==> src/rtl/alarm_pkg.sv <==
// Shared encodings, reset constants and BCD step helpers for the alarm-clock controller.
package alarm_pkg;

  typedef enum logic [2:0] {
    RUN       = 3'd0,
    SET_T_HR  = 3'd1,
    SET_T_MIN = 3'd2,
    SET_A_HR  = 3'd3,
    SET_A_MIN = 3'd4
  } state_t;

  // Hours are {tens, units} BCD in 5 bits; minutes/seconds are {tens, units} in 7 bits.
  localparam logic [4:0] HR_MIN       = 5'h01;
  localparam logic [4:0] HR_MAX       = 5'h12;
  localparam logic [4:0] RST_TIME_HR  = 5'h12;
  localparam logic [6:0] RST_TIME_MIN = 7'h00;
  localparam logic [4:0] RST_ALM_HR   = 5'h06;
  localparam logic [6:0] RST_ALM_MIN  = 7'h00;

  function automatic logic [4:0] hr_next(input logic [4:0] h);
    if (h == HR_MAX)          hr_next = HR_MIN;
    else if (h[3:0] == 4'd9)  hr_next = 5'h10;
    else                      hr_next = h + 5'd1;
  endfunction

  function automatic logic [6:0] min_next(input logic [6:0] m);
    if (m == 7'h59)           min_next = 7'h00;
    else if (m[3:0] == 4'd9)  min_next = {m[6:4] + 3'd1, 4'd0};
    else                      min_next = m + 7'd1;
  endfunction

endpackage

==> src/rtl/alarm_if.sv <==
// Button/switch inputs and display/alarm outputs of the alarm-clock controller.
interface alarm_if;
  logic       btn_mode;
  logic       btn_inc;
  logic       alarm_en;
  logic       hourten;
  logic [3:0] hour;
  logic [2:0] minten;
  logic [3:0] min;
  logic       blank_hr;
  logic       blank_min;
  logic [2:0] mode;
  logic       alarm_out;

  modport master (
    output btn_mode, btn_inc, alarm_en,
    input  hourten, hour, minten, min, blank_hr, blank_min, mode, alarm_out
  );

  modport slave (
    input  btn_mode, btn_inc, alarm_en,
    output hourten, hour, minten, min, blank_hr, blank_min, mode, alarm_out
  );
endinterface

==> src/rtl/hm_bcd_counter.sv <==
// 12-hour h:mm BCD register; next values are exported so callers can match on the coming time.
module hm_bcd_counter
  import alarm_pkg::*;
#(
  parameter logic [4:0] RST_HR  = 5'h12,
  parameter logic [6:0] RST_MIN = 7'h00
) (
  input  logic       CLK100MHZ,
  input  logic       rst,
  input  logic       inc_hr,
  input  logic       inc_min,
  input  logic       carry_in,
  output logic [4:0] hr,
  output logic [6:0] mn,
  output logic [4:0] hr_nx,
  output logic [6:0] mn_nx
);

  // Manual minute increments wrap without touching the hour; only carry_in ripples.
  always_comb begin
    hr_nx = hr;
    mn_nx = mn;
    if (inc_min || carry_in)
      mn_nx = min_next(mn);
    if (inc_hr || (carry_in && mn == 7'h59))
      hr_nx = hr_next(hr);
  end

  always_ff @(posedge CLK100MHZ or posedge rst) begin
    if (rst) begin
      hr <= RST_HR;
      mn <= RST_MIN;
    end else begin
      hr <= hr_nx;
      mn <= mn_nx;
    end
  end

endmodule

==> src/rtl/alarm_ctrl.sv <==
// Alarm-clock mode sequencer: timekeeping, set-time/set-alarm editing, blink blanking, alarm ring.
// state     | meaning
// RUN       | time runs, display shows time
// SET_T_HR  | time held at ss=00, btn_inc steps time hour
// SET_T_MIN | time held at ss=00, btn_inc steps time minute
// SET_A_HR  | time runs, display shows alarm, btn_inc steps alarm hour
// SET_A_MIN | time runs, display shows alarm, btn_inc steps alarm minute
module alarm_ctrl
  import alarm_pkg::*;
#(
  parameter int TICK_DIV  = 100_000_000,
  parameter int BLINK_DIV = 25_000_000,
  parameter int ALARM_LEN = 60
) (
  input  logic    CLK100MHZ,
  input  logic    rst,
  alarm_if.slave  bus
);

  localparam int PW = $clog2(TICK_DIV + 1);
  localparam int BW = $clog2(BLINK_DIV + 1);
  localparam int RW = $clog2(ALARM_LEN + 1);
  localparam logic [PW-1:0] PRESC_TC = PW'(TICK_DIV - 1);
  localparam logic [BW-1:0] BLINK_TC = BW'(BLINK_DIV - 1);
  localparam logic [RW-1:0] RING_LD  = RW'(ALARM_LEN - 1);

  state_t        state, state_nx;
  logic [PW-1:0] presc;
  logic [6:0]    sec;
  logic [BW-1:0] blink_cnt;
  logic          blink_ph;
  logic [RW-1:0] ring_cnt;
  logic          alarm_q;
  logic [4:0]    disp_hr;
  logic [6:0]    disp_mn;
  logic          blank_hr_q, blank_min_q;

  logic          press, adv, inc, tick, carry, trig;
  logic          set_t, show_alarm, blank_hr_d, blank_min_d;
  logic          t_inc_hr, t_inc_min, a_inc_hr, a_inc_min;
  logic [4:0]    t_hr, t_hr_nx, a_hr, a_hr_nx;
  logic [6:0]    t_mn, t_mn_nx, a_mn, a_mn_nx;

  // A press while ringing only silences; btn_mode masks a simultaneous btn_inc.
  assign press = bus.btn_mode | bus.btn_inc;
  assign adv   = bus.btn_mode & ~alarm_q;
  assign inc   = bus.btn_inc & ~bus.btn_mode & ~alarm_q;

  always_ff @(posedge CLK100MHZ or posedge rst) begin
    if (rst) state <= RUN;
    else     state <= state_nx;
  end

  always_comb begin
    state_nx = state;
    if (adv) begin
      case (state)
        RUN:       state_nx = SET_T_HR;
        SET_T_HR:  state_nx = SET_T_MIN;
        SET_T_MIN: state_nx = SET_A_HR;
        SET_A_HR:  state_nx = SET_A_MIN;
        default:   state_nx = RUN;
      endcase
    end
  end

  always_comb begin
    set_t       = (state == SET_T_HR) || (state == SET_T_MIN);
    show_alarm  = (state == SET_A_HR) || (state == SET_A_MIN);
    t_inc_hr    = inc && (state == SET_T_HR);
    t_inc_min   = inc && (state == SET_T_MIN);
    a_inc_hr    = inc && (state == SET_A_HR);
    a_inc_min   = inc && (state == SET_A_MIN);
    blank_hr_d  = ((state == SET_T_HR) || (state == SET_A_HR)) && !blink_ph;
    blank_min_d = ((state == SET_T_MIN) || (state == SET_A_MIN)) && !blink_ph;
  end

  assign tick  = !set_t && (presc == PRESC_TC);
  assign carry = tick && (sec == 7'h59);

  always_ff @(posedge CLK100MHZ or posedge rst) begin
    if (rst) begin
      presc <= '0;
      sec   <= 7'h00;
    end else if (set_t) begin
      presc <= '0;
      sec   <= 7'h00;
    end else if (tick) begin
      presc <= '0;
      sec   <= min_next(sec);
    end else begin
      presc <= presc + PW'(1);
    end
  end

  hm_bcd_counter #(.RST_HR(RST_TIME_HR), .RST_MIN(RST_TIME_MIN)) u_time (
    .CLK100MHZ(CLK100MHZ), .rst(rst),
    .inc_hr(t_inc_hr), .inc_min(t_inc_min), .carry_in(carry),
    .hr(t_hr), .mn(t_mn), .hr_nx(t_hr_nx), .mn_nx(t_mn_nx)
  );

  hm_bcd_counter #(.RST_HR(RST_ALM_HR), .RST_MIN(RST_ALM_MIN)) u_alarm (
    .CLK100MHZ(CLK100MHZ), .rst(rst),
    .inc_hr(a_inc_hr), .inc_min(a_inc_min), .carry_in(1'b0),
    .hr(a_hr), .mn(a_mn), .hr_nx(a_hr_nx), .mn_nx(a_mn_nx)
  );

  // Match on the time being entered at this tick so alarm_out rises with the minute change.
  assign trig = carry && bus.alarm_en && (t_hr_nx == a_hr) && (t_mn_nx == a_mn);

  always_ff @(posedge CLK100MHZ or posedge rst) begin
    if (rst) begin
      alarm_q  <= 1'b0;
      ring_cnt <= '0;
    end else if (alarm_q) begin
      if (press || !bus.alarm_en) begin
        alarm_q  <= 1'b0;
        ring_cnt <= '0;
      end else if (tick) begin
        if (ring_cnt == '0) alarm_q <= 1'b0;
        else                ring_cnt <= ring_cnt - RW'(1);
      end
    end else if (trig && !press) begin
      alarm_q  <= 1'b1;
      ring_cnt <= RING_LD;
    end
  end

  always_ff @(posedge CLK100MHZ or posedge rst) begin
    if (rst) begin
      blink_cnt <= '0;
      blink_ph  <= 1'b1;
    end else if (press) begin
      blink_cnt <= '0;
      blink_ph  <= 1'b1;
    end else if (blink_cnt == BLINK_TC) begin
      blink_cnt <= '0;
      blink_ph  <= ~blink_ph;
    end else begin
      blink_cnt <= blink_cnt + BW'(1);
    end
  end

  always_ff @(posedge CLK100MHZ or posedge rst) begin
    if (rst) begin
      disp_hr     <= RST_TIME_HR;
      disp_mn     <= RST_TIME_MIN;
      blank_hr_q  <= 1'b0;
      blank_min_q <= 1'b0;
    end else begin
      disp_hr     <= show_alarm ? a_hr : t_hr;
      disp_mn     <= show_alarm ? a_mn : t_mn;
      blank_hr_q  <= blank_hr_d;
      blank_min_q <= blank_min_d;
    end
  end

  assign bus.hourten   = disp_hr[4];
  assign bus.hour      = disp_hr[3:0];
  assign bus.minten    = disp_mn[6:4];
  assign bus.min       = disp_mn[3:0];
  assign bus.blank_hr  = blank_hr_q;
  assign bus.blank_min = blank_min_q;
  assign bus.mode      = state;
  assign bus.alarm_out = alarm_q;

endmodule
==> src/flat_wrapper.sv <==
// flat-port wrapper written by rule: the top's interface ports become plain ports
module alarm_ctrl_flat import alarm_pkg::*;
#(
  parameter int TICK_DIV  = 100_000_000,
  parameter int BLINK_DIV = 25_000_000,
  parameter int ALARM_LEN = 60
)
  (CLK100MHZ, rst, bus_btn_mode, bus_btn_inc, bus_alarm_en, bus_hourten, bus_hour, bus_minten, bus_min, bus_blank_hr, bus_blank_min, bus_mode, bus_alarm_out);
  alarm_if bus_i ();
  input  logic CLK100MHZ;
  input  logic rst;
  input wire logic [$bits(bus_i.btn_mode)-1:0] bus_btn_mode;
  input wire logic [$bits(bus_i.btn_inc)-1:0] bus_btn_inc;
  input wire logic [$bits(bus_i.alarm_en)-1:0] bus_alarm_en;
  output wire logic [$bits(bus_i.hourten)-1:0] bus_hourten;
  output wire logic [$bits(bus_i.hour)-1:0] bus_hour;
  output wire logic [$bits(bus_i.minten)-1:0] bus_minten;
  output wire logic [$bits(bus_i.min)-1:0] bus_min;
  output wire logic [$bits(bus_i.blank_hr)-1:0] bus_blank_hr;
  output wire logic [$bits(bus_i.blank_min)-1:0] bus_blank_min;
  output wire logic [$bits(bus_i.mode)-1:0] bus_mode;
  output wire logic [$bits(bus_i.alarm_out)-1:0] bus_alarm_out;
  assign bus_i.btn_mode = bus_btn_mode;
  assign bus_i.btn_inc = bus_btn_inc;
  assign bus_i.alarm_en = bus_alarm_en;
  assign bus_hourten = bus_i.hourten;
  assign bus_hour = bus_i.hour;
  assign bus_minten = bus_i.minten;
  assign bus_min = bus_i.min;
  assign bus_blank_hr = bus_i.blank_hr;
  assign bus_blank_min = bus_i.blank_min;
  assign bus_mode = bus_i.mode;
  assign bus_alarm_out = bus_i.alarm_out;
  alarm_ctrl #(.TICK_DIV(TICK_DIV), .BLINK_DIV(BLINK_DIV), .ALARM_LEN(ALARM_LEN)) u_core (.CLK100MHZ(CLK100MHZ), .rst(rst), .bus(bus_i));
endmodule
==> config.mk <==
export PLATFORM = sky130hd
export DESIGN_NAME = alarm_ctrl_flat
export DESIGN_NICKNAME = d
export VERILOG_FILES = /design/src/rtl/alarm_pkg.sv /design/src/rtl/alarm_if.sv /design/src/rtl/hm_bcd_counter.sv /design/src/rtl/alarm_ctrl.sv /design/src/flat_wrapper.sv
export SDC_FILE = /design/constraint.sdc
export NUM_CORES = 1
export LEC_CHECK = 0
export ABC_AREA = 1
export BUFFER_PORTS_ARGS = -buffer_cell sky130_fd_sc_hd__buf_2
export CAP_MARGIN = 20
export CORE_MARGIN = 2
export CORE_UTILIZATION = 50
export CTS_BUF_LIST = sky130_fd_sc_hd__clkbuf_8
export DETAILED_ROUTE_END_ITERATION = 8
export GPL_ROUTABILITY_DRIVEN = 0
export PLACE_DENSITY = 0.75
export SLEW_MARGIN = 20
export SYNTH_ARGS = -nofsm -noshare
export SYNTH_HDL_FRONTEND = slang
export SYNTH_SLANG_ARGS = --single-unit
export TNS_END_PERCENT = 50
==> constraint.sdc <==
create_clock -name CLK100MHZ -period 8 [get_ports CLK100MHZ]
set_input_delay 0.4 -clock CLK100MHZ [delete_from_list [all_inputs] [get_ports CLK100MHZ]]
set_output_delay 0.4 -clock CLK100MHZ [all_outputs]
set_load 0.03 [all_outputs]
==> results.cfg <==
[route]
vias = 5121
drt_iter0_drc = 303
dr.pass1.iters = 8
routed_wl_um = 12730
drcViolationCount = 0
detail_route.wl_per_cell_um = 13.15
avgViaCountPerCell = 5.290
ant_nets = 0

[floorplan]
die_height_um = 114.6
placementRows = 40
dieWidth_um = 114.6
start_util_pct = 51.12
ios = 23
core_um2 = 11960
dieArea_um2 = 13130

[timing]
tightest_slew_ns = 0.9654
fmax_mhz = 389.2
fin_tns_setup_ns = 0
fin_skew_ns = 0.01339
setup_viol = 0
slew_headroom_pct = 35.64
post-route-min-period_ns = 2.569
hold_violations = 0
fin_crit_sh_pct = 32.12
drv_slew = 0
rsz0062_at_grt = no

[power_and_ir_drop]
internal-power_w = 0.0009026
ir_drop_mv = 0.1459
p_leak_nw = 3.003
pwr-share-clk_pct = 21.4
cellPowerDensity_nw_per_um2 = 228.5
swShare_pct = 39.77
seqPwrFrac_pct = 47.9
p_total_w = 0.001499
p_comb_share_pct = 30.6
p_sw_w = 0.0005961

[global_routing]
track_usage_pct = 20.92
antenna_found_initial = 0
grt_pass1_vias = 4707
gr-total-overflow = 0
grt_max_degree = 78
grt_pass1_wl_um = 21930

[critical_path]
reg2reg_to = u_core.presc[22]
r2r-start = u_core.presc[0]
critPathMaxStageDelay_ns = 0.52
start_kind = register
worst_path_max_delay_cell = inv_1
crit_arrival_ns = 2.90
crit_start = u_core.presc[0]
critical_path_required_ns = 8.33
end_kind = register
cp_top_family = simple AND/OR/NAND/NOR gates
path_cells = ha_1, nand3_1, nor2_2, nand2_1, nor2_4, nor2_1, inv_1, a21oi_1, o21a_1
path_buf_inv = 1
r2r_slack_ns = 5.43
rr_worst_depth = 9
critPathKind = reg2reg
crit_path_max_fanout = 20

[clock_tree]
clock_latency_ns = 0.39
clkTransAtPathRegs_ns = 0.10
postCtsSetupBuffers = 0
cts_tree = built
cts_inserted_buffers = 9
cts_sinks = 108
cts-root-buf = clkbuf_8
cts_max_path_buffers = 2
htreeDepth = 3

[yosys]
synthArstFlopShare_pct = 100.0
synth_top_cell_by_area = dfrtp_1
synth-seq-cells = 108
syn_inst = 793
netlist_area_um2 = 6115
yosys_warnings = 0
syn_nets = 813
synth_top_area_share_pct = 41.33
synthFlopType = dfrtp_1
yosys-top-cells-area = dfrtp_1 (41%), nand2_1 (10%), nand3_1 (6.3%)
yosysUniqueCellTypes = 38
synth.avg_cell_area_um2 = 7.711
synth_edf_count = 0
synth-seq-area-share_pct = 44.34

[flow_run]
drv_cap = 0

[place]
dp_hpwl_um = 9298
io_buffer_count = 22
place_inst = 951

[cells_and_area]
nNetsFinal = 836
antenna_cells = 0
final_cells = 968
drive_above_1_share_pct = 10.60
fill_cells = 1143
areaGrowthSynthToFinish_pct = 7.264

[hold_path]
min_delay_path_depth = 4
hold_class = in2reg
holdPathEnd = u_core.blink_cnt[2]
hp-start = bus_btn_mode

[run_status]
status = finished clean
[Yosys cell counts (3+ instances only)]
library cell  count
a21oi_1          37
and3_1            3
clkbuf_1          8
dfrtp_1         101
dfstp_2           7
ha_1             15
inv_1           100
inv_2             7
nand2_1         163
nand2_2           9
nand2_4           4
nand3_1          77
nand3_2           4
nand3b_1          3
nand4_1          16
nor2_1           94
nor2_2            5
nor2_4            4
nor3_1           19
nor4_1            6
o211ai_1          3
o21a_1            8
o21ai_0          47
o22ai_1           5
or2_2             4
xnor2_1           9
xor2_1           19
[how the worst max path moves through the flow]
stage | end | slack [ns] | cells after the start
after floorplan | u_core.blink_cnt[0] | 4.77 | 1
after global placement | u_core.presc[22] | 5.51 | 9
after detailed placement | u_core.presc[22] | 5.47 | 9
after CTS | u_core.presc[25] | 5.42 | 9
after global routing | u_core.presc[16] | 5.19 | 9
final | u_core.presc[22] | 5.43 | 9
[registers in the layout, indices dropped and copies added, names as in the netlist, 3 cells and up]
name               cells
u_core.presc          27
u_core.disp_mn         7
u_core.u_time.hr       5
u_core.blink_cnt      25
u_core.bus.mode        3
u_core.u_alarm.mn      7
u_core.disp_hr         5
u_core.sec             7
u_core.u_time.mn       7
u_core.ring_cnt        6
u_core.u_alarm.hr      5
[placed cells by master, fill, tap and decap left out, types with 4 or more instances in the layout]
cell | Yosys | routed
nand2_1 | 163 | 163
dfrtp_1 | 101 | 101
inv_1 | 100 | 99
nor2_1 | 94 | 94
nand3_1 | 77 | 77
o21ai_0 | 47 | 47
a21oi_1 | 37 | 37
buf_2 | 2 | 22
nor3_1 | 19 | 19
xor2_1 | 19 | 19
nand4_1 | 16 | 16
ha_1 | 15 | 15
nand2_2 | 9 | 9
xnor2_1 | 9 | 9
clkbuf_8 | 0 | 9
o21a_1 | 8 | 8
inv_2 | 7 | 7
dfstp_2 | 7 | 7
nor4_1 | 6 | 6
nor2_2 | 5 | 5
o22ai_1 | 5 | 5
nor2_4 | 4 | 4
nand3_2 | 4 | 4
or2_2 | 4 | 4
nand2_4 | 4 | 4
[metal layers]
metal	vias to the layer above	global-route usage, %	share of wire (%)	wire length (um)
li1	2620	-	-	-
met1	2393	29.08	49	6243
met2	96	32.78	45	5777
met3	12	5.823	4.4	561
met4	0	4.634	1.2	151
met5	-	0	0	0
[tightest hold or removal path, delay by kind of cell]
family | cells | cell delay [ns]
AND/OR/NAND/NOR | 2 | 0.12
buffers and inverters | 2 | 0.23
[layout make-up]
type	count	area, um2	share of cell area, %
clock buffer	9	123.9	1.889
tap	147	183.9	2.804
multi-input combinational	566	2950	44.98
sequential	108	2711	41.34
clock inverter	7	57.56	0.8775
inverter	107	404.1	6.162
timing repair buffer	24	127.6	1.946
[repair_timing]
item / in CTS / in global routing
gates resized for setup: 0 / 0
setup endpoints to repair: 0 / 0
hold buffers: 1 / 0
hold endpoints to repair: 23 / 0
[power by group through the flow]
stage          clock network (W)  logic (W)  registers [W]
5_1_grt                 0.000355   0.000518       0.000729
6_report                0.000321   0.000459       0.000719
3_5_place_dp                   0   0.000459       0.000728
2_1_floorplan                  0   0.000299       0.000763
3_3_place_gp                   0   0.000453       0.000726
4_1_cts                 0.000333   0.000461       0.000717
[stage by stage]
step	util, %	hold slack, ns	setup slack, ns	area [um2]
2_1_floorplan	-	0.4251	4.766	6115
3_3_place_gp	53.23	0.4246	5.511	6367
3_5_place_dp	53.23	0.4314	5.467	6367
4_1_cts	54.83	0.3682	5.422	6559
5_1_grt	54.83	0.4160	5.193	6559
6_report	54.83	0.3859	5.431	6559
[kinds of logic after synthesis]
family | synth area share, %
simple gates | 31.61
compound gates | 9.556
xor+xnor | 4.011
fa+ha+maj | 3.069
buf+inv | 7.407
flops | 44.34
(Power assumes the default switching activity.)
